### src/rtl/mem_stage.sv
// mem_stage: memory stage of the five-stage MIPS pipeline.
//   Holds the EX/MEM latch, runs the data-cache request handshake for loads
//   and stores, stalls upstream until the cache reports dhit, and owns the
//   MEM/WB latch that feeds writeback.
//
// Optional feature macro: MEM_WATCHDOG_EN
//   When defined, an ACCESS that waits TMO_CYC cycles without dhit is forced
//   to complete with zero load data and mem_err latches high until RST.
//   When undefined, mem_err is tied low and ACCESS waits indefinitely.
//
// Ports:
//   CLK, RST                      clock, synchronous active-high reset
//   en, flush                     pipeline advance / squash incoming instruction
//   ALUOut, rdat2, nPC            execute-stage data (address, store data, next PC)
//   dREN, dWEN, regWr, halt       execute-stage control
//   regSel [1:0], regDst [4:0]    writeback select / destination register
//   dmemREN, dmemWEN              cache request strobes
//   dmemaddr, dmemstore           cache address / store data
//   dhit, dmemload                cache completion / load data
//   mem_stall                     freeze upstream stages
//   *_wb                          MEM/WB latch outputs
//   mem_err                       sticky watchdog error
//
// State | meaning
// IDLE   | no memory op in EX/MEM, strobes low
// ACCESS | request driven, waiting for dhit
// HOLD   | access complete, pipeline held by en=0, strobes low

module mem_stage #(
  parameter int TMO_CYC = 255
) (
  input  logic        CLK,
  input  logic        RST,
  input  logic        en,
  input  logic        flush,
  input  logic [31:0] ALUOut,
  input  logic [31:0] rdat2,
  input  logic [31:0] nPC,
  input  logic        dREN,
  input  logic        dWEN,
  input  logic        regWr,
  input  logic        halt,
  input  logic [1:0]  regSel,
  input  logic [4:0]  regDst,
  output logic        dmemREN,
  output logic        dmemWEN,
  output logic [31:0] dmemaddr,
  output logic [31:0] dmemstore,
  input  logic        dhit,
  input  logic [31:0] dmemload,
  output logic        mem_stall,
  output logic        regWr_wb,
  output logic        halt_wb,
  output logic [1:0]  regSel_wb,
  output logic [4:0]  regDst_wb,
  output logic [31:0] ALUOut_wb,
  output logic [31:0] ldata_wb,
  output logic [31:0] nPC_wb,
  output logic        mem_err
);

  typedef enum logic [1:0] {IDLE, ACCESS, HOLD} state_t;

  state_t      state_q, state_d;
  logic        adv, hit, tmo, load_mem;
  logic [31:0] ldata_q, ldata_now;

  logic [31:0] em_alu, em_rdat2, em_npc;
  logic        em_dren, em_dwen, em_regwr, em_halt;
  logic [1:0]  em_regsel;
  logic [4:0]  em_regdst;

`ifdef MEM_WATCHDOG_EN
  localparam logic [7:0] TMO_LIM = 8'(TMO_CYC);
  logic [7:0] wd_cnt;
  logic       err_q;

  assign tmo = (state_q == ACCESS) & ~dhit & (wd_cnt == TMO_LIM);

  // Counter is held at zero outside ACCESS and on completion, so every
  // entry into ACCESS (including back-to-back re-entry) starts from zero.
  always_ff @(posedge CLK) begin
    if (RST) begin
      wd_cnt <= '0;
      err_q  <= 1'b0;
    end else begin
      if (state_q != ACCESS || hit) wd_cnt <= '0;
      else                          wd_cnt <= wd_cnt + 8'd1;
      if (tmo) err_q <= 1'b1;
    end
  end

  assign mem_err = err_q;
`else
  assign tmo     = 1'b0;
  assign mem_err = 1'b0;
`endif

  assign hit       = (state_q == ACCESS) & (dhit | tmo);
  assign mem_stall = (state_q == ACCESS) & ~(dhit | tmo);
  assign adv       = en & ~mem_stall;
  // A flushed instruction is latched with its memory controls cleared.
  assign load_mem  = adv & ~flush & (dREN | dWEN);

  assign dmemaddr  = em_alu;
  assign dmemstore = em_rdat2;

  // Load data seen by MEM/WB: the live bus on a real hit, zero on a forced
  // completion, otherwise the value captured earlier (HOLD exit).
  always_comb begin
    ldata_now = ldata_q;
    if (state_q == ACCESS && dhit) ldata_now = dmemload;
    else if (tmo)                  ldata_now = '0;
  end

  always_ff @(posedge CLK) begin
    if (RST) state_q <= IDLE;
    else     state_q <= state_d;
  end

  always_comb begin
    state_d = state_q;
    dmemREN = 1'b0;
    dmemWEN = 1'b0;
    case (state_q)
      IDLE: begin
        if (adv) state_d = load_mem ? ACCESS : IDLE;
      end
      ACCESS: begin
        // Read+write together is treated as a store.
        dmemWEN = em_dwen;
        dmemREN = em_dren & ~em_dwen;
        if (hit) begin
          if (en) state_d = load_mem ? ACCESS : IDLE;
          else    state_d = HOLD;
        end
      end
      HOLD: begin
        if (en) state_d = load_mem ? ACCESS : IDLE;
      end
      default: state_d = IDLE;
    endcase
  end

  always_ff @(posedge CLK) begin
    if (RST) begin
      em_alu    <= '0;
      em_rdat2  <= '0;
      em_npc    <= '0;
      em_dren   <= 1'b0;
      em_dwen   <= 1'b0;
      em_regwr  <= 1'b0;
      em_halt   <= 1'b0;
      em_regsel <= '0;
      em_regdst <= '0;
    end else if (adv) begin
      em_alu    <= ALUOut;
      em_rdat2  <= rdat2;
      em_npc    <= nPC;
      em_dren   <= dREN  & ~flush;
      em_dwen   <= dWEN  & ~flush;
      em_regwr  <= regWr & ~flush;
      em_halt   <= halt  & ~flush;
      em_regsel <= regSel;
      em_regdst <= regDst;
    end
  end

  always_ff @(posedge CLK) begin
    if (RST) ldata_q <= '0;
    else if (hit) ldata_q <= dhit ? dmemload : '0;
  end

  always_ff @(posedge CLK) begin
    if (RST) begin
      regWr_wb  <= 1'b0;
      halt_wb   <= 1'b0;
      regSel_wb <= '0;
      regDst_wb <= '0;
      ALUOut_wb <= '0;
      ldata_wb  <= '0;
      nPC_wb    <= '0;
    end else if (adv) begin
      regWr_wb  <= em_regwr;
      halt_wb   <= em_halt;
      regSel_wb <= em_regsel;
      regDst_wb <= em_regdst;
      ALUOut_wb <= em_alu;
      ldata_wb  <= ldata_now;
      nPC_wb    <= em_npc;
    end
  end

endmodule
### config.mk
export PLATFORM = sky130hd
export DESIGN_NAME = mem_stage
export DESIGN_NICKNAME = d
export VERILOG_FILES = /design/src/rtl/mem_stage.sv
export SDC_FILE = /design/constraint.sdc
export NUM_CORES = 1
export LEC_CHECK = 0
export ABC_AREA = 1
export CORE_ASPECT_RATIO = 0.7
export CORE_UTILIZATION = 44
export CTS_BUF_LIST = sky130_fd_sc_hd__clkbuf_2
export DETAILED_ROUTE_END_ITERATION = 7
export PLACE_DENSITY = 0.76
export SLEW_MARGIN = 20
export SYNTH_ARGS = -nofsm -noshare
export SYNTH_HDL_FRONTEND = slang
export SYNTH_SLANG_ARGS = --single-unit
### constraint.sdc
create_clock -name CLK -period 1.4 [get_ports CLK]
set_input_delay 0.21 -clock CLK [delete_from_list [all_inputs] [get_ports CLK]]
set_output_delay 0.21 -clock CLK [all_outputs]
set_load 0.01 [all_outputs]
==> results of run 1 <==
-- synthesized netlist by cell type (all sizes together) --
cell type  number  area (µm²)
a21boi          1        7.51
clkinv          1        3.75
a21oi          33         165
clkbuf         50         188
nand3           5        30.0
nor2          428        1610
inv            42         160
conb            1        3.75
dfxtp         246        4920
buf            58         374
nand4          32         200
nand2         317        1200
a211oi          1        7.51
o21ai           1        5.00
nand3b        175        1310
-- state kept, by name (all words and copies together) (netlist names), 5 cells and up --
signal     flops
ldata_q       32
ALUOut_wb     32
nPC_wb        32
em_npc        32
dmemaddr      32
ldata_wb      32
em_regdst      5
regDst_wb      5
dmemstore     32
-- worst max-delay path, cell delays in order (launching register included) --
cell and delay, ns:
dfxtp_2 0.35, inv_4 0.08, nand2_4 0.06, nor2_2 0.09
buf_2 0.14
-- worst min path at each step --
stage | start | end | slack (ns) | depth (start not counted)
floorplan | dmemload[0] | ldata_q[0] | 0.41 | 2
global placement | em_regwr | em_regwr | 0.45 | 2
detailed placement | ldata_q[6] | ldata_q[6] | 0.46 | 2
CTS | rdat2[20] | dmemstore[20] | 0.0001 | 4
global route | nPC[3] | em_npc[3] | 0.005 | 4
finish | nPC[1] | em_npc[1] | 0.08 | 4
-- logic make-up (layout without fill, tap and decap cells) --
kind of cell,Yosys count,count (layout),share of synthesized area
AND/OR/NAND/NOR,957,957,0.427
other,1,2,0.000368
flip-flops,246,246,0.483
buffers and inverters,151,656,0.0712
AO/OA/AOI/OAI,36,36,0.0182
-- per-stage QoR --
step / hold WS, ns / setup TNS, ns / cells / setup WS [ns] / util
after floorplan: 0.405 / 0 / 1391 / 0.102 / -
after global placement: 0.449 / -58.87 / 1947 / -0.349 / 0.602
after detailed placement: 0.461 / -60.57 / 1947 / -0.338 / 0.602
after CTS: 0.000145 / -30.41 / 2169 / -0.398 / 0.700
after global routing: 0.00516 / -37.57 / 2209 / -0.426 / 0.741
final: 0.0805 / -13.44 / 2209 / -0.308 / 0.741
-- cell usage in the layout, fill, tap and decap left out, types with 2 or more instances in the layout --
cell type	synthesis	final
buf_16	0	8
clkbuf_16	0	15
inv_4	1	2
buf_12	0	13
inv_1	39	37
dfxtp_4	0	4
inv_2	2	3
clkbuf_2	0	81
nand3_1	4	4
buf_8	0	2
buf_4	6	59
buf_6	13	182
dfxtp_1	246	74
clkdlybuf4s50_1	0	142
a21oi_1	33	33
dfxtp_2	0	168
nand4_1	32	32
nor2_2	0	49
nand2_2	0	16
nand3b_1	175	175
nor2_1	428	375
nand2_1	316	299
dlygate4sd3_1	0	105
nor2_4	0	4
-- what timing repair did --
action,CTS,global route
pin swaps,2,6
buffers inserted,32,16
gates cloned,2,21
setup endpoints to repair,185,380
hold endpoints to repair,199,2
resized for setup,1065,98
hold buffers,103,2
-- report_power, final --
group	total, W	internal, W	switching (W)
clock	0.00449	0.00169	0.00280
sequential	0.00788	0.00755	0.000337
combinational	0.00387	0.00216	0.00171
-- cell type report --
type                    instances  area, µm²  share of cell area
well taps                     312        390              0.0232
clock buffers                  81        405              0.0241
clock inverters                 4       46.3             0.00276
repair buffers                527       5860               0.348
flip-flops and latches        246       5150               0.307
repair inverters                1       11.3            0.000670
multi-input cells             994       4750               0.283
diodes                          1       2.50            0.000149
inverters                      43        188              0.0112
-- layer usage --
layer | up-vias | global-route usage
met5 | - | 0
met4 | 0 | 0.0863
met3 | 75 | 0.0863
met2 | 479 | 0.443
met1 | 5101 | 0.305
li1 | 5340 | -
==> metrics.md, run 1 <==
| Metric | Value |
|---|---|
| Status | `finished with violations` |
| Failing checks | `setup timing` |
| MaxCap Viol Count | `0` |
| Met2 WL post-DR | `~17000 µm` |
| Metal3 WL | `between 3000 and 4000 µm` |
| Top Layer Used | `met4` |
| Fin crit share | `1.22` |
| Core ar. | `~0.023 mm²` |
| Placer Congestion | `0.791` |
| Arrival @ worst endpoint | `1.50 ns` |
| Setup ws final | `-0.308 ns` |
| Largest net degree at the start of global routing | `65` |
| Wire per inst | `16.4 µm` |
| Critical path class | `flop to output pin` |
| DR vias/cell | `roughly 5` |
| Post-DRT Antenna Nets | `0` |
| Layout cells sized above 1 | `0.324` |
| Post-synthesis sequential area ratio | `0.483` |
| Final hold violations | `0` |
| CTS tree | `yes` |
| Max Clock Skew | `0.0590 ns` |
| P&R area growth vs syn | `64.9%` |
| Register bit total from synthesis | `246` |
| Total iterations of the first detailed-routing run | `6` |
| Worst min path class | `input pin to flop` |
| Clock Tree Buf Depth | `3` |
| Dpl hpwl | `approximately 19000 µm` |
| H-tree depth | `2` |
| Vias post-DR | `11000` |
| First-pass GRT wire length | `just under 50000 µm` |
| Initial antenna violation count | `1` |
| Starting density of the core | `0.449` |
| Pwr dens | `approximately 970 mW/mm²` |
| Yosys cell types | `22` |
| R2r endpoint | `dmemaddr[0]` |
| Syn Std Cell Area | `between 0.01 and 0.015 mm²` |
| Die width | `about 180 µm` |
| Drc violations | `0` |
| Startpoint types | `flop` |
| CP Capture Point | `dmemWEN` |
| Fin area | `0.0168 mm²` |
| Overall power | `0.0162 W` |
| Vias in the first global route | `between 10000 and 15000` |
| IO Count | `between 300 and 400` |
| Fmax | `between 0.5 and 0.6 GHz` |
| Min Tclk post-route | `1.71 ns` |
| Clock Tree Root | `clkbuf_2` |
| Die Y | `129 µm` |
| Synthesis warning total | `0` |
| CP required | `~1.2 ns` |
| Site Rows | `46` |
| Worst skew pair latency | `roughly 0.84 ns` |
| Clock-pin slew on the worst setup and hold paths | `0.10 ns` |
| M1 wire length | `14800 µm` |
| Reg-to-reg startpoint | `state_q[1]` |
| GRT Total Usage | `0.258` |
| R2R Setup Slk | `-0.08 ns` |
| Worst reg2reg path depth | `10` |
| Drt first-iter violations | `758` |
| Placed Instance Area | `around 0.014 mm²` |
| DRT Wirelength | `36200 µm` |
| Die ar. | `0.0238 mm²` |
| Total CTS buffers | `59` |
| Cells after Synth | `approximately 1400` |
| RSZ-0062 raised after global routing | `true` |
| IO Port Bufs | `315` |
| Pins Over Slew Limit | `0` |
| Fin nets | `2016` |
| Setup crit end kind | `output pin` |
| Remaining Overflow, GRT | `0` |
| Post-synthesis area per instance | `7.32 µm²` |
| Fillers | `roughly 1700` |
| Worst VDD drop | `0.703 mV` |
| Worst Setup SP | `state_q[1]` |
| CP Max Fanout | `4` |
| Pleak | `7.79 nW` |
| Synth Net Count | `between 1500 and 2000` |
| Final setup fails | `227` |
| Clk sinks | `~250` |
No activity file was read; power rests on OpenSTA's default activity.
==> run 2: changes to the inputs <==
- REMOVE_ABC_BUFFERS: not set -> 1
==> run 2 against run 1 <==
  * The flow still finishes with violations (setup timing)
  * Via count rose by 1.4%
  * Core utilization rose by 0.42 points
  * Register-to-register slack got worse by 0.18 ns
  * Combinational power barely moved
  * Largest cell class unchanged
  * Clock skew fell by 0.010 ns
  * Critical endpoint is now dmemREN
  * Flip-flop and latch count did not move
==> metrics.md, run 2 (same netlist as run 1, synthesis figures left out) <==
| Metric | Value |
|---|---|
| Pwr dens | `956 mW/mm² (-1.1%)` |
| Setup ws final | `-0.360 ns (-0.0518 ns)` |
| Worst VDD drop | `0.899 mV (+28%)` |
| Dpl hpwl | `18500 µm (-3.4%)` |
| Placer Congestion | `0.801 (+1.2%)` |
| H-tree depth | `2 (unchanged)` |
| Commonest non-fill, non-tap cell in the layout | `nor2_1` |
| Arrival @ worst endpoint | `1.55 ns (+0.05 ns)` |
| Critical path class | `flop to output pin` |
| Fin crit share | `1.26 (+0.0370)` |
| Clock-pin slew on the worst setup and hold paths | `0.13 ns (+0.03 ns)` |
| GRT Total Usage | `0.255 (-0.00307)` |
| Min Tclk post-route | `1.76 ns (+0.0518 ns)` |
| Final setup fails | `386 (+70%)` |
| CP Max Fanout | `4 (unchanged)` |
| Pins Over Slew Limit | `0 (unchanged)` |
| Remaining Overflow, GRT | `0 (unchanged)` |
| Core ar. | `0.0227 mm² (unchanged)` |
| Vias post-DR | `11200 (+1.4%)` |
| Multi-input logic area | `0.00477 mm² (+0.42%)` |
| Clk sinks | `246 (unchanged)` |
| Clock Tree Buf Depth | `3 (unchanged)` |
| Largest net degree at the start of global routing | `93 (+43%)` |
| Worst skew pair latency | `0.80 ns (-0.04 ns)` |
| Pleak | `7.85 nW (+0.80%)` |
| Fillers | `1584 (-4.3%)` |
| IO Count | `317 (unchanged)` |
| DR vias/cell | `4.99 (+0.16%)` |
| Die ar. | `0.0238 mm² (unchanged)` |
| Most frequent cells in the layout | `362 x nor2_1, 314 x nand2_1, 182 x buf_6` |
| Fmax | `0.568 GHz (-2.9%)` |
| Register area | `0.00514 mm² (-0.17%)` |
| Worst min path class | `input pin to flop` |
| Final hold violations | `0 (unchanged)` |
| Initial antenna violation count | `1 (unchanged)` |
| Die width | `184 µm (unchanged)` |
| Overall power | `0.0162 W (-0.57%)` |
| Post-DRT Antenna Nets | `0 (unchanged)` |
| Fin nets | `2034 (+0.89%)` |
| Wire per inst | `16.1 µm (-2.0%)` |
| Failing checks | `setup timing` |
| Setup crit end kind | `output pin` |
| CP required | `1.19 ns (about the same)` |
| P&R area growth vs syn | `65.9%` |
| Layout cells sized above 1 | `0.325 (+0.000997)` |
| Drc violations | `0 (unchanged)` |
| CTS tree | `yes` |
| Site Rows | `46 (unchanged)` |
| Startpoint types | `flop` |
| Status | `finished with violations` |
| Total CTS buffers | `59 (unchanged)` |
| Vias in the first global route | `10200 (+1.6%)` |
| IO Port Bufs | `315 (unchanged)` |
| Drt first-iter violations | `651 (-14%)` |
| Starting density of the core | `0.449 (unchanged)` |
| MaxCap Viol Count | `0 (unchanged)` |
| RSZ-0062 raised after global routing | `true` |
| Hold slack | `0.116 ns (+0.0358 ns)` |
| DRT Wirelength | `35900 µm (-0.73%)` |
| First-pass GRT wire length | `49200 µm (-0.88%)` |
| Total iterations of the first detailed-routing run | `5 (-1)` |
| Clock Tree Root | `clkbuf_2` |
| DP Worst Slack | `-0.451 ns (-0.113 ns)` |
| Max Clock Skew | `0.0489 ns (-0.0101 ns)` |
| Die Y | `129 µm (unchanged)` |
run 2: path summary, 6_finish.rpt:
| path | start | cells after the start | end | slack [ns] |
|---|---|---|---|---|
| setup / recovery | state_q[1] | 4 | dmemREN | -0.36 |
| hold / removal | nPC[19] | 4 | em_npc[19] | 0.12 |
| setup reg to reg | state_q[1] | 10 | nPC_wb[27] | -0.26 |
| hold reg to reg | ldata_q[3] | 2 | ldata_q[3] | 0.47 |
run 2: metal layers:
metal,global-route usage,wire length [µm],vias up
met5,0,0,-
li1,-,-,5372
met3,0.0731,2980,104
met1,0.312,14700,5167
met2,0.424,17100,509
met4,0.103,1170,0
run 2: worst max-delay path, cell delays in order (launching register included):
cell and delay, ns:
dfxtp_2 0.36, inv_4 0.09, nand2_4 0.07, nor2_4 0.11, buf_6 0.11
run 2: final cells by class:
| cell class | instances | area share |
|---|---|---|
| Clock inverter | 15 | 0.00348 |
| Clock buffer | 80 | 0.0237 |
| Multi-Input combinational cell | 994 | 0.282 |
| Sequential cell | 246 | 0.304 |
| Timing Repair Buffer | 546 | 0.352 |
| Tap cell | 312 | 0.0231 |
| Inverter | 43 | 0.0107 |
| Antenna cell | 1 | 0.000148 |
run 2: power breakdown:
part	switching, W	internal (W)	total (W)	leakage [nW]
sequential	0.000337	0.00755	0.00789	2.09
clock	0.00285	0.00152	0.00437	0.360
combinational	0.00171	0.00218	0.00390	5.40
total	0.00490	0.0113	0.0162	7.85
run 2: timing repair:
| action | in CTS | in global routing |
|---|---|---|
| endpoints found under the setup margin | 196 | 411 |
| gates cloned | 0 | 18 |
| pin swaps | 3 | 3 |
| hold endpoints to repair | 238 | 0 |
| resized for setup | 1055 | 106 |
| buffers inserted | 35 | 28 |
| hold buffers | 107 | 0 |
run 2: per-stage QoR:
step | setup TNS (ns) | utilization | instance area, µm² | instances
finish | -48.02 | 0.745 | 16900 | 2237
detailed placement | -84.69 | 0.605 | 13700 | 1955
global placement | -84.41 | 0.605 | 13700 | 1955
CTS | -29.79 | 0.703 | 16000 | 2191
global route | -85.60 | 0.745 | 16900 | 2237
floorplan | -807.29 | - | 9630 | 1283
==> RTL edit 1 (settings of run 2) <==
Encoding of `state_t`: now one-hot (3 bits for 3 states).
--- a/src/rtl/mem_stage.sv
+++ b/src/rtl/mem_stage.sv
@@ -59,7 +59,7 @@
   output logic        mem_err
 );
 
-  typedef enum logic [1:0] {IDLE, ACCESS, HOLD} state_t;
+  typedef enum logic [2:0] {IDLE = 3'b001, ACCESS = 3'b010, HOLD = 3'b100} state_t;
 
   state_t      state_q, state_d;
   logic        adv, hit, tmo, load_mem;
Check against the original RTL: same outputs for any inputs over 4 cycles, from zero or initial values and one cycle with RST high; so few cycles prove little.
==> RTL edit 1 against run 2 <==
The run ends with negative hold slack, negative setup slack left. Setup slack worse by 0.32 ns. Non-clock buffer count increased by 165. Total power is 14% higher. Via count increased by 22%. Area after synthesis fell by 9.9%. Sequential cell count is 1 higher. Synthesized cell count is 19% lower. Clock skew up 0.16 ns. First-iteration DRC count grew to 3.3 times the old value. Sequential power grew 0.8%. Cell area grew 14%. Routed wire length increased by 77%. Largest cell class unchanged. Sequential share of layout area fell by 3.4 points.
==> RTL edit 1: results (changes against run 2) <==
total number of vias=13600 (was 11200); iteration-0 DRC count of the detailed router=2164 (was 651); cells taking the most area after synthesis=sky130_fd_sc_hd__dfxtp_1, sky130_fd_sc_hd__nor2_1, sky130_fd_sc_hd__o21ai_0, sky130_fd_sc_hd__nor2_2, sky130_fd_sc_hd__nand2_1 (was sky130_fd_sc_hd__dfxtp_1, sky130_fd_sc_hd__nor2_1, sky130_fd_sc_hd__nand3b_1, sky130_fd_sc_hd__nand2_1, sky130_fd_sc_hd__nand4_1); cell type of the slowest stage on the worst timing path=sky130_fd_sc_hd__dfxtp_1 (was sky130_fd_sc_hd__dfxtp_2); Clock transition at path regs=0.15 ns (was 0.13 ns); number of different library cells in the post-synthesis netlist=23 (was 22); setup slack, reg-to-reg=-0.64 ns (was -0.26 ns); Fin Hold WS=-0.0472 ns (was 0.116 ns); wire length of the first global-routing pass=55800 um (was 49200 um); worst flop-to-flop path endpoint=ldata_wb[10]$_SDFFE_PP0P_ (was nPC_wb[27]$_SDFFE_PP0N_); HPWL reported at the end of detailed placement=17200 um (was 18500 um); synth warn=0 (unchanged); terminating pin of the worst hold path=dmemaddr[20]$_SDFFE_PP0P_ (was em_npc[19]$_SDFFE_PP0N_); launch instance of the worst min-delay path=ALUOut[20] (was nPC[19]); Final GP Congestion=0.823 (was 0.801); clock insertion delay at the later pin of the skew report=1.02 ns (was 0.80 ns); layout cell share with drive strength beyond 1=58.1% (was 32.5%); number of stages on the worst hold path=3 (was 4); Worst setup startpoint=em_dwen$_SDFFE_PP0P_ (was state_q[1]$_SDFFE_PP0P_); result of the run=complete, but fails checks (unchanged); Compound-Gate Fraction of Synth Area=13.5% (was 1.82%); largest net degree at the start of global routing=42 (was 93); Final setup viols=419 (was 386); initial antenna violation count=6 (was 1); Total GRT Usage=33.0% (was 25.5%); NumNets Final=1966 (was 2034); wire length reported by the detailed router=63700 um (was 35900 um); peak ir drop on the vdd network=0.663 mV (was 0.899 mV); min setup slack post-route=-0.677 ns (was -0.360 ns); P_leak=8.31 nW (was 7.85 nW); final hold vios=1 (was 0); violated checks=negative hold slack, negative setup slack (was negative setup slack); Worst R2R Path Depth=9 (was 10); number of iterations in the first detailed-routing pass=6 (was 5); critical path data arrival time=1.87 ns (was 1.55 ns); worst setup timing slack at the placement stage=-0.412 ns (was -0.451 ns); most frequent cells after synthesis=sky130_fd_sc_hd__nor2_1, sky130_fd_sc_hd__dfxtp_1, sky130_fd_sc_hd__o21ai_0, sky130_fd_sc_hd__nor2_2, sky130_fd_sc_hd__nand2_1 (was sky130_fd_sc_hd__nor2_1, sky130_fd_sc_hd__nand2_1, sky130_fd_sc_hd__dfxtp_1, sky130_fd_sc_hd__nand3b_1, sky130_fd_sc_hd__clkbuf_1); r2r startpoint=state_q[2]$_SDFFE_PP0P_ (was state_q[1]$_SDFFE_PP0P_); number of global-route vias before repair=10800 (was 10200); Max FO, Critical Path=2 (was 4)
RTL edit 1: where the power goes:
group	total [mW]	switching [mW]	internal (mW)	leakage [nW]
Combinational	5.03	2.43	2.60	5.81
Clock	5.44	3.82	1.62	0.393
Sequential	7.95	0.461	7.49	2.10
Total	18.4	6.71	11.7	8.31
RTL edit 1: stage by stage:
stage / instances / setup TNS, ns / util [%] / total power, mW / area, um^2
floorplan: 1047 / -580.68 / - / 8.79 / 8620
global placement: 1696 / -70.95 / 64.3 / 10.2 / 12900
detailed placement: 1696 / -76.24 / 64.3 / 10.3 / 12900
CTS: 2017 / -57.99 / 81.5 / 15.7 / 16400
global route: 2142 / -144.34 / 95.7 / 18.7 / 19300
finish: 2144 / -140.38 / 95.8 / 18.4 / 19300
RTL edit 1: what timing repair did:
action                                  in CTS  in global routing
endpoints found under the setup margin     279                413
hold endpoints to repair                    96                  2
cloned                                      15                 34
hold buffers                                96                  2
pin swaps                                    6                135
setup buffers                              106                 96
resized for setup                         1201                519
RTL edit 1: cells by family (layout without fill, tap and decap cells):
kind of cell | Yosys count | count (layout)
buffers and inverters | 94 | 829
other | 1 | 8
flip-flops | 247 | 247
AO/OA/AOI/OAI | 247 | 247
AND/OR/NAND/NOR | 542 | 543
RTL edit 1: area by class of cell:
type,instances,area (um^2)
Inverter,10,66.3
Tap cell,270,338
Timing Repair Buffer,711,7980
Fill cell,443,853
Antenna cell,7,17.5
Clock inverter,19,75.1
Multi-Input combinational cell,791,5080
Sequential cell,247,5210
Clock buffer,85,425
Timing Repair inverter,4,75.1
RTL edit 1: routing by layer:
layer  wire, um  GRT usage [%]  vias to the layer above
li1           -              -                     5053
met1      20000           36.8                     6167
met2      26900           58.7                     1666
met3       9440           8.83                      729
met4       7320           16.5                        2
met5         11              0                        -
==> RTL edit 2 (flow settings as in run 2) <==
Without the edit above. Build with the macro `MEM_WATCHDOG_EN` defined.
--- a/src/rtl/mem_stage.sv
+++ b/src/rtl/mem_stage.sv
@@ -25,6 +25,8 @@
 // IDLE   | no memory op in EX/MEM, strobes low
 // ACCESS | request driven, waiting for dhit
 // HOLD   | access complete, pipeline held by en=0, strobes low
+
+`define MEM_WATCHDOG_EN
 
 module mem_stage #(
   parameter int TMO_CYC = 255
Function: no difference found for any inputs over 4 cycles, from zero or initial values and one cycle with RST high; that may be too few to reach the edited logic, so the function may still have changed.
==> RTL edit 2 against run 2 <==
The flow still finishes with violations (negative setup slack). Sequential cell count increased by 9. Setup slack got worse by 0.24 ns. Cell area rose by 8.1%. Total power grew 4.4%. Routed wire length is 9.5% higher. Die area rose by 4.7%. Sequential power grew 3.3%. Area after synthesis up 4.7%.
==> RTL edit 2: results (changes against run 2) <==
CTS max path bufs=3 (unchanged); sequential element share of the synthesized area=47.8% (was 48.3%); Hold/Removal Path Class=primary input to register (unchanged); Total GRT Usage=28.5% (was 25.5%); wire length of the first global-routing pass=57900 um (was 49200 um); layout cell share with drive strength beyond 1=33.1% (was 32.5%); Max FO, Critical Path=2 (was 4); result of the run=complete, but fails checks (unchanged); most frequent cells after synthesis=sky130_fd_sc_hd__nor2_1, sky130_fd_sc_hd__nand2_1, sky130_fd_sc_hd__dfxtp_1, sky130_fd_sc_hd__nand3b_1, sky130_fd_sc_hd__inv_1 (was sky130_fd_sc_hd__nor2_1, sky130_fd_sc_hd__nand2_1, sky130_fd_sc_hd__dfxtp_1, sky130_fd_sc_hd__nand3b_1, sky130_fd_sc_hd__clkbuf_1); P_leak=8.70 nW (was 7.85 nW); min setup slack post-route=-0.599 ns (was -0.360 ns); largest net degree at the start of global routing=46 (was 93); Clock transition at path regs=0.10 ns (was 0.13 ns); violated checks=negative setup slack (unchanged); iteration-0 DRC count of the detailed router=755 (was 651); HPWL reported at the end of detailed placement=20100 um (was 18500 um); cell chosen for the clock root=sky130_fd_sc_hd__clkbuf_2 (unchanged); normalized max-slew margin=70.3%; number of iterations in the first detailed-routing pass=8 (was 5); number of H-tree branching levels=2 (unchanged); number of global-route vias before repair=11500 (was 10200); Final setup viols=425 (was 386); cells taking the most area after synthesis=sky130_fd_sc_hd__dfxtp_1, sky130_fd_sc_hd__nor2_1, sky130_fd_sc_hd__nand2_1, sky130_fd_sc_hd__nand3b_1, sky130_fd_sc_hd__inv_1 (was sky130_fd_sc_hd__dfxtp_1, sky130_fd_sc_hd__nor2_1, sky130_fd_sc_hd__nand3b_1, sky130_fd_sc_hd__nand2_1, sky130_fd_sc_hd__nand4_1); input/output buffers=316 (was 315); CTS buffer count=60 (was 59); clock insertion delay at the later pin of the skew report=0.84 ns (was 0.80 ns); via density per instance=4.99 (about the same); peak ir drop on the vdd network=0.559 mV (was 0.899 mV); primary flip-flop cell chosen by synthesis mapping=sky130_fd_sc_hd__dfxtp_1 (unchanged); NumNets Final=2193 (was 2034); Final GP Congestion=0.820 (was 0.801); Fin Clk Skew=0.0506 ns (was 0.0489 ns); initial antenna violation count=1 (unchanged); synth warn=0 (unchanged); wire length per cell after detailed routing=16.4 um (was 16.1 um); critical path data arrival time=1.79 ns (was 1.55 ns); number of different library cells in the post-synthesis netlist=21 (was 22); Synth async-reset ratio=0% (unchanged)
## RTL edit 2: power breakdown
part           switching (mW)  total, mW  leakage (nW)  internal (mW)
clock                    2.94       4.66         0.369           1.72
combinational            1.76       4.06          6.16           2.30
sequential              0.349       8.15          2.16           7.80
total                    5.05       16.9          8.70           11.8
## RTL edit 2: cells by family after synthesis
kind of cell	Yosys count	synth area share [%]
AO/OA/AOI/OAI	40	1.90
adder cells (fa/ha/maj)	1	0.117
buffers and inverters	185	7.75
XOR/XNOR	3	0.246
AND/OR/NAND/NOR	1017	42.1
flip-flops	255	47.8
## RTL edit 2: timing repair
item | CTS | global route
setup buffers | 52 | 4
pin swaps | 7 | 16
hold buffers | 125 | 1
gates resized for setup | 1112 | 109
endpoints found under the hold margin | 180 | 1
cloned | 12 | 16
endpoints found under the setup margin | 425 | 427
## RTL edit 2: worst paths after layout
| check | cells past startpoint | end | from | slack (ns) |
|---|---|---|---|---|
| worst min register to register | 2 | mem_err$_SDFFE_PP0P_ | mem_err$_SDFFE_PP0P_ | 0.47 |
| worst max register to register | 13 | nPC_wb[14]$_SDFFE_PP0P_ | wd_cnt[0]$_SDFF_PP0_ | -0.48 |
| worst max-delay path | 7 | mem_stall | wd_cnt[0]$_SDFF_PP0_ | -0.60 |
| worst min-delay path | 5 | em_dwen$_SDFFE_PP0P_ | dWEN | 0.07 |
## RTL edit 2: layout make-up
cell class              instances  area, um^2
diodes                          1        2.50
clock buffers                  82         410
well taps                     318         398
clock inverters                 8        61.3
flip-flops and latches        255        5320
inverters                      83         345
fillers                      1515        5430
repair inverters                2        27.5
repair buffers                585        6610
multi-input cells            1061        5090
## RTL edit 2: worst max-delay path: stages (launching register included)
cell,delay [ns]
sky130_fd_sc_hd__dfxtp_2,0.36
sky130_fd_sc_hd__ha_4,0.15
sky130_fd_sc_hd__nand2_4,0.05
sky130_fd_sc_hd__nor2_4,0.10
sky130_fd_sc_hd__nand2_2,0.08
sky130_fd_sc_hd__nand3_4,0.07
sky130_fd_sc_hd__inv_2,0.04
sky130_fd_sc_hd__buf_6,0.12
## RTL edit 2: metrics by stage
step	hold WS, ns	cells	worst slack [ns]	area (um^2)	TNS (ns)
2_1_floorplan	0.279	1399	-6.37	10200	-1347.68
3_3_place_gp	0.446	2096	-0.323	14600	-60.54
3_5_place_dp	0.450	2096	-0.391	14600	-74.30
4_1_cts	0.00278	2375	-0.693	17600	-102.64
5_1_grt	0.0107	2395	-0.761	18300	-146.18
6_report	0.0749	2395	-0.599	18300	-103.78
## RTL edit 2: metal layers
metal / GRT usage (%) / vias to the layer above / part of all wire, %
met3: 7.35 / 109 / 8.7
li1: - / 5740 / -
met5: 0 / - / 0
met1: 34.5 / 5560 / 40
met2: 48.8 / 554 / 48
met4: 10.3 / 0 / 2.8
